==> config.mk <==
export PLATFORM = sky130hd
export DESIGN_NAME = gpio_pad_ctrl
export DESIGN_NICKNAME = d
export VERILOG_FILES = /design/src/rtl/gpio_pad_ctrl.sv
export SDC_FILE = /design/constraint.sdc
export NUM_CORES = 1
export LEC_CHECK = 0
export BUFFER_PORTS_ARGS = -buffer_cell sky130_fd_sc_hd__clkbuf_2
export CORE_ASPECT_RATIO = 0.9
export CORE_UTILIZATION = 48
export CTS_BUF_LIST = sky130_fd_sc_hd__clkbuf_8
export CTS_CLUSTER_DIAMETER = 100
export CTS_CLUSTER_SIZE = 40
export DETAILED_ROUTE_END_ITERATION = 7
export HOLD_SLACK_MARGIN = 0.02
export PLACE_DENSITY = 0.91
export SLEW_MARGIN = 10
export SYNTH_ARGS = -nofsm -noshare
export SYNTH_HDL_FRONTEND = slang
export SYNTH_SLANG_ARGS = --single-unit
==> constraint.sdc <==
create_clock -name clk_i -period 1.22 [get_ports clk_i]
set_input_delay 0.061 -clock clk_i [delete_from_list [all_inputs] [get_ports clk_i]]
set_output_delay 0.061 -clock clk_i [all_outputs]
set_load 0.02 [all_outputs]
==> src/rtl/gpio_pad_ctrl.sv <==
// GPIO pad controller: registered pad drive (push-pull/open-drain), synchronized and
// debounced inputs, edge pulses and sticky interrupts. Define GPIO_PAD_CTRL_DEBOUNCE_EN for debounce counters.
module gpio_pad_ctrl #(
  parameter int NUM_PIN = 8,
  parameter int DEB_W   = 16
) (
  input  logic               clk_i,
  input  logic               rst_i,
  input  logic [NUM_PIN-1:0] out_i,
  input  logic [NUM_PIN-1:0] oe_i,
  input  logic [NUM_PIN-1:0] od_i,
  output logic [NUM_PIN-1:0] c2p_o,
  output logic [NUM_PIN-1:0] c2p_en_o,
  input  logic [NUM_PIN-1:0] p2c_i,
  input  logic [DEB_W-1:0]   deb_thr_i,
  output logic [NUM_PIN-1:0] in_o,
  output logic [NUM_PIN-1:0] rise_o,
  output logic [NUM_PIN-1:0] fall_o,
  input  logic [NUM_PIN-1:0] rise_ie_i,
  input  logic [NUM_PIN-1:0] fall_ie_i,
  input  logic [NUM_PIN-1:0] irq_clr_i,
  output logic [NUM_PIN-1:0] irq_pend_o,
  output logic               irq_o
);

  logic [NUM_PIN-1:0] sync_q1;
  logic [NUM_PIN-1:0] sync_q2;
  logic [NUM_PIN-1:0] stable_q;
  logic [NUM_PIN-1:0] stable_nxt;

  // Open-drain pins never drive high: a logic 1 releases the pad.
  always_ff @(posedge clk_i) begin
    if (rst_i) begin
      c2p_o    <= '0;
      c2p_en_o <= '0;
    end else begin
      c2p_o    <= out_i & ~od_i;
      c2p_en_o <= oe_i & ~(od_i & out_i);
    end
  end

  always_ff @(posedge clk_i) begin
    if (rst_i) begin
      sync_q1 <= '0;
      sync_q2 <= '0;
    end else begin
      sync_q1 <= p2c_i;
      sync_q2 <= sync_q1;
    end
  end

`ifdef GPIO_PAD_CTRL_DEBOUNCE_EN
  logic [DEB_W-1:0] cnt_q   [NUM_PIN];
  logic [DEB_W-1:0] cnt_nxt [NUM_PIN];

  // >= rather than == so a threshold lowered mid-count still takes effect.
  always_comb begin
    stable_nxt = stable_q;
    for (int i = 0; i < NUM_PIN; i++) begin
      cnt_nxt[i] = '0;
      if (sync_q2[i] != stable_q[i]) begin
        if (cnt_q[i] >= deb_thr_i) begin
          stable_nxt[i] = sync_q2[i];
        end else if (cnt_q[i] != '1) begin
          cnt_nxt[i] = cnt_q[i] + DEB_W'(1);
        end else begin
          cnt_nxt[i] = cnt_q[i];
        end
      end
    end
  end

  always_ff @(posedge clk_i) begin
    if (rst_i) begin
      for (int i = 0; i < NUM_PIN; i++) begin
        cnt_q[i] <= '0;
      end
    end else begin
      cnt_q <= cnt_nxt;
    end
  end
`else
  logic unused_deb_thr;

  assign stable_nxt     = sync_q2;
  assign unused_deb_thr = ^deb_thr_i;
`endif

  // Edge pulses are registered alongside stable so they coincide with the new in_o level.
  always_ff @(posedge clk_i) begin
    if (rst_i) begin
      stable_q <= '0;
      rise_o   <= '0;
      fall_o   <= '0;
    end else begin
      stable_q <= stable_nxt;
      rise_o   <= stable_nxt & ~stable_q;
      fall_o   <= ~stable_nxt & stable_q;
    end
  end

  // A new event wins over a clear strobe in the same cycle.
  always_ff @(posedge clk_i) begin
    if (rst_i) begin
      irq_pend_o <= '0;
    end else begin
      irq_pend_o <= (irq_pend_o & ~irq_clr_i) | (rise_o & rise_ie_i) | (fall_o & fall_ie_i);
    end
  end

  assign in_o  = stable_q;
  assign irq_o = |irq_pend_o;

endmodule

# Yosys cells after proc, flatten, opt, wreduce, memory -nomap -nowiden
# Index checks and enable logic that the tools add are counted.
# word_totals
ff_bits	64
in_bits	74
# op_classes
reduce_logical	1
bitwise_logic	15
# ops
cell	n
8-bit AND	8
8-bit inverter	5
8-bit OR	2
8-bit OR reduction	1

# Longest topological paths before layout
# depth
depth_word	4
mapped_depth	3
ltp_nobuf	2

# Worst setup path after synthesis
# Ideal clock, no wire load.
# synth_timing
kind	reg-to-output
startpoint	reg irq_pend_o[6]
endpoint	out irq_o
path_stages_with_launch	3
t_arrival_ns	0.816
required_time_ns	1.159
setup_slack_ns	0.343
path_cell_list	dfxtp_1 nor4_1 nand2_1
# synth_between
elab_chain_len	1
# synth_rtl
item	line_no	source
start: declaration	22	output logic [NUM_PIN-1:0] irq_pend_o,
start signal: assignment	107	irq_pend_o <= (irq_pend_o & ~irq_clr_i) | (rise_o & rise_ie_i) | (fall_o & fall_ie_i);
8-bit OR reduction	112	assign irq_o = |irq_pend_o;
end: declaration	23	output logic irq_o
# No other way between the ends.

# Worst setup path after layout
# layout_timing
startpoint	in od_i[3]
endpoint	reg c2p_en_o[3]
# layout_between
elab_chain_len	3
# layout_rtl
item	line_no	source
start: declaration	11	input logic [NUM_PIN-1:0] od_i,
8-bit AND	38	c2p_en_o <= oe_i & ~(od_i & out_i);
8-bit inverter	38	
8-bit AND	38	
end signal: assignment	38	
end: declaration	13	output logic [NUM_PIN-1:0] c2p_en_o,
# No other way between the ends.
# A chain may end at the register's enable or synchronous reset.

==> flow_metrics.env <==
export IMPL_status="finished, violations left"
export IMPL_violations="DRC, setup timing"
export IMPL_grt_pass1_vias=1726
export IMPL_routed_wirelength_microns=5220
export IMPL_clock_sinks=64
export IMPL_place_inst=310
export IMPL_setup_viol=2
export IMPL_path_cells="dlygate4sd3_1 > clkbuf_2 > a211oi_2 > dlygate4sd3_1"
export IMPL_grt_pass1_wl_microns=7640
export IMPL_vias=1733
export IMPL_crit_path_top_delay_cell="dlygate4sd3_1"
export IMPL_drc=9
export IMPL_initial_utilization_pct=50.3
export IMPL_htree_levels=3
export IMPL_antenna_cells=0
export IMPL_die_w_microns=71.1
export IMPL_timing_final_crit_period_ns=1.31
export IMPL_cpMostUsedCell="dlygate4sd3_1"
export IMPL_leakagePower_nw=1.53
export IMPL_clk_latency_ns=0.32
export IMPL_pre_cts_ws_ns=0.236
export IMPL_avgSynthCellArea_sq_um=12.8
export IMPL_clock_path_buffers=2
export IMPL_worstPathArrival_ns=1.57
export IMPL_synthCells=161
export IMPL_synth_top_area_share_pct=62.1
export IMPL_num_nets_final=390
export IMPL_vias_per_cell=4.70
export IMPL_layout_drive_gt1_share_pct=49.5
export IMPL_finClkSkew_ns=0.00852
export IMPL_antenna_found_initial=0
export IMPL_dieArea_sq_um=4560
export IMPL_ys_top_cells_by_area="dfxtp_1 (62%), nor3b_2 (9.7%), nor2b_1 (7.3%)"
export IMPL_cp_end_kind="flip-flop"
export IMPL_overflow=0
export IMPL_cts_root_buf="clkbuf_8"
export IMPL_drv_slew=0
export IMPL_start_kind="primary input"
export IMPL_port_buffers=106
export IMPL_cts_tree="yes"
export IMPL_clk_pin_slew_ns=0.07
export IMPL_syn_cell_area_sq_um=2060
export IMPL_cp_data_required_time_ns=1.49
export IMPL_slew_headroom_pct=79.4
export IMPL_grt_setup_unrepaired="true"
export IMPL_place_gp_congestion=0.693
export IMPL_antenna_left=0
export IMPL_dr_pass1_iters=6
export IMPL_yosysWarningCount=0
export IMPL_design_power_total_mw=4.81
export IMPL_layout_setup_ws_ns=-0.0883
export IMPL_synth_cell_types=13
export IMPL_row_count=22
export IMPL_hp_class="in -> reg"
export IMPL_ir_worst_vdd_v=0.00118
export IMPL_fmax_mhz=764
export IMPL_grt_use_total_pct=22.8
export IMPL_cts_buffers=9
export IMPL_cp_max_fo=2
export IMPL_wl_per_cell_microns=14.1
export IMPL_dp_hpwl_microns=2630
export IMPL_holdWs_ns=0.0420
export IMPL_core_sq_um=4100
export IMPL_dieHeight_microns=64.2
export IMPL_cpPeakStageDelay_ns=0.58
export IMPL_finalHoldViolCount=0
export IMPL_final_util_pct=80.6
export IMPL_grt_max_degree=57
export IMPL_synth_largest_area_cell="dfxtp_1"
export IMPL_worstMarginPinSlew_ns=0.309
export IMPL_power_per_cell_area_nw_per_um2=1450
export IMPL_drt_iter0_drc=58
export IMPL_io_pins=123
export IMPL_period_share_pct=107
export IMPL_area_growth_pct=60.4
export IMPL_mappedNetlistNets=235
export IMPL_criticalPathCategory="in -> reg"
export IMPL_ys_seq_elements=64
export IMPL_fin_cells=369
export IMPL_maxCapViolCount=0
export IMPL_seq_area_frac_synth_pct=62.1
==> worst max-delay path: cells and delay by family <==
family          cells  cell delay, ns
buf+inv             3            1.26
compound gates      1            0.25
==> final cells by class <==
| type | count | area [sq um] |
|---|---|---|
| timing repair buffer | 150 | 987 |
| fill | 262 | 795 |
| sequential | 64 | 1280 |
| inverter | 8 | 30.0 |
| multi-input combinational | 83 | 702 |
| clock buffer | 9 | 124 |
| clock inverter | 7 | 120 |
| tap | 48 | 60.1 |
==> report_power, final <==
group	internal (mW)	switching, mW	leakage (nW)	total (mW)
Clock	1.36	0.770	0.119	2.13
Combinational	0.263	0.224	0.888	0.488
Sequential	2.16	0.0320	0.525	2.19
==> routing by layer <==
layer  up-vias  track usage, %  wire length [microns]
met5         -               0                      0
met4         0            11.8                    147
met3        14            9.46                    306
met2        76            45.4                   2970
met1       794            18.8                   1790
li1        849               -                      -
==> stage by stage <==
| stage | area [sq um] | TNS, ns |
|---|---|---|
| finish | 3310 | -0.150 |
| global route | 3310 | -0.165 |
| CTS | 3310 | -0.0539 |
| detailed placement | 2610 | 0 |
| global placement | 2610 | 0 |
| floorplan | 2060 | 0 |
==> kinds of logic (layout without fill, tap and decap cells) <==
logic type | count (synthesis) | in the layout | synth area share [%]
and+or+nand+nor | 59 | 59 | 23.6
AOI/OAI and AO/OA | 24 | 24 | 9.71
buffers and inverters | 14 | 174 | 4.55
DFF | 64 | 64 | 62.1
==> path summary, 6_finish.rpt <==
path	from	endpoint	slack (ns)	cells past startpoint
max	od_i[3]	c2p_en_o[3]	-0.09	4
min	fall_ie_i[2]	irq_pend_o[2]	0.04	3
max reg2reg	rise_o[7]	irq_pend_o[7]	0.39	2
min reg2reg	stable_nxt[6]	fall_o[6]	0.42	1
==> state kept, by name (all words and copies together) (netlist names) <==
register,flops
c2p_en_o,8
c2p_o,8
fall_o,8
in_o,8
irq_pend_o,8
rise_o,8
stable_nxt,8
sync_q1,8
==> synthesized netlist by cell type <==
master    count
dfxtp_1      64
nor2b_1      24
nor3b_2      16
a211oi_2      8
a21oi_1       8
a22oi_1       8
inv_1         8
nand2b_1      8
nor2b_2       8
buf_6         5
nor4_1        2
buf_4         1
nand2_1       1
==> cells in the final DEF, fill, tap and decap left out, types with 10 or more instances in the layout <==
master / Yosys / final
clkbuf_2: 0 / 105
dfxtp_1: 64 / 62
dlygate4sd3_1: 0 / 42
nor2b_1: 24 / 24
nor3b_2: 16 / 16
clkbuf_8: 0 / 10
==> repair_timing <==
| action | 4_1_cts | 5_1_grt |
|---|---|---|
| setup endpoints to repair | 1 | 8 |
| setup buffers | 1 | 0 |
| endpoints found under the hold margin | 32 | 7 |
| pin swaps | 2 | 1 |
| hold buffers | 42 | 7 |
| gates resized for setup | 6 | 0 |
Note: power is estimated with default switching activity, not from simulation.
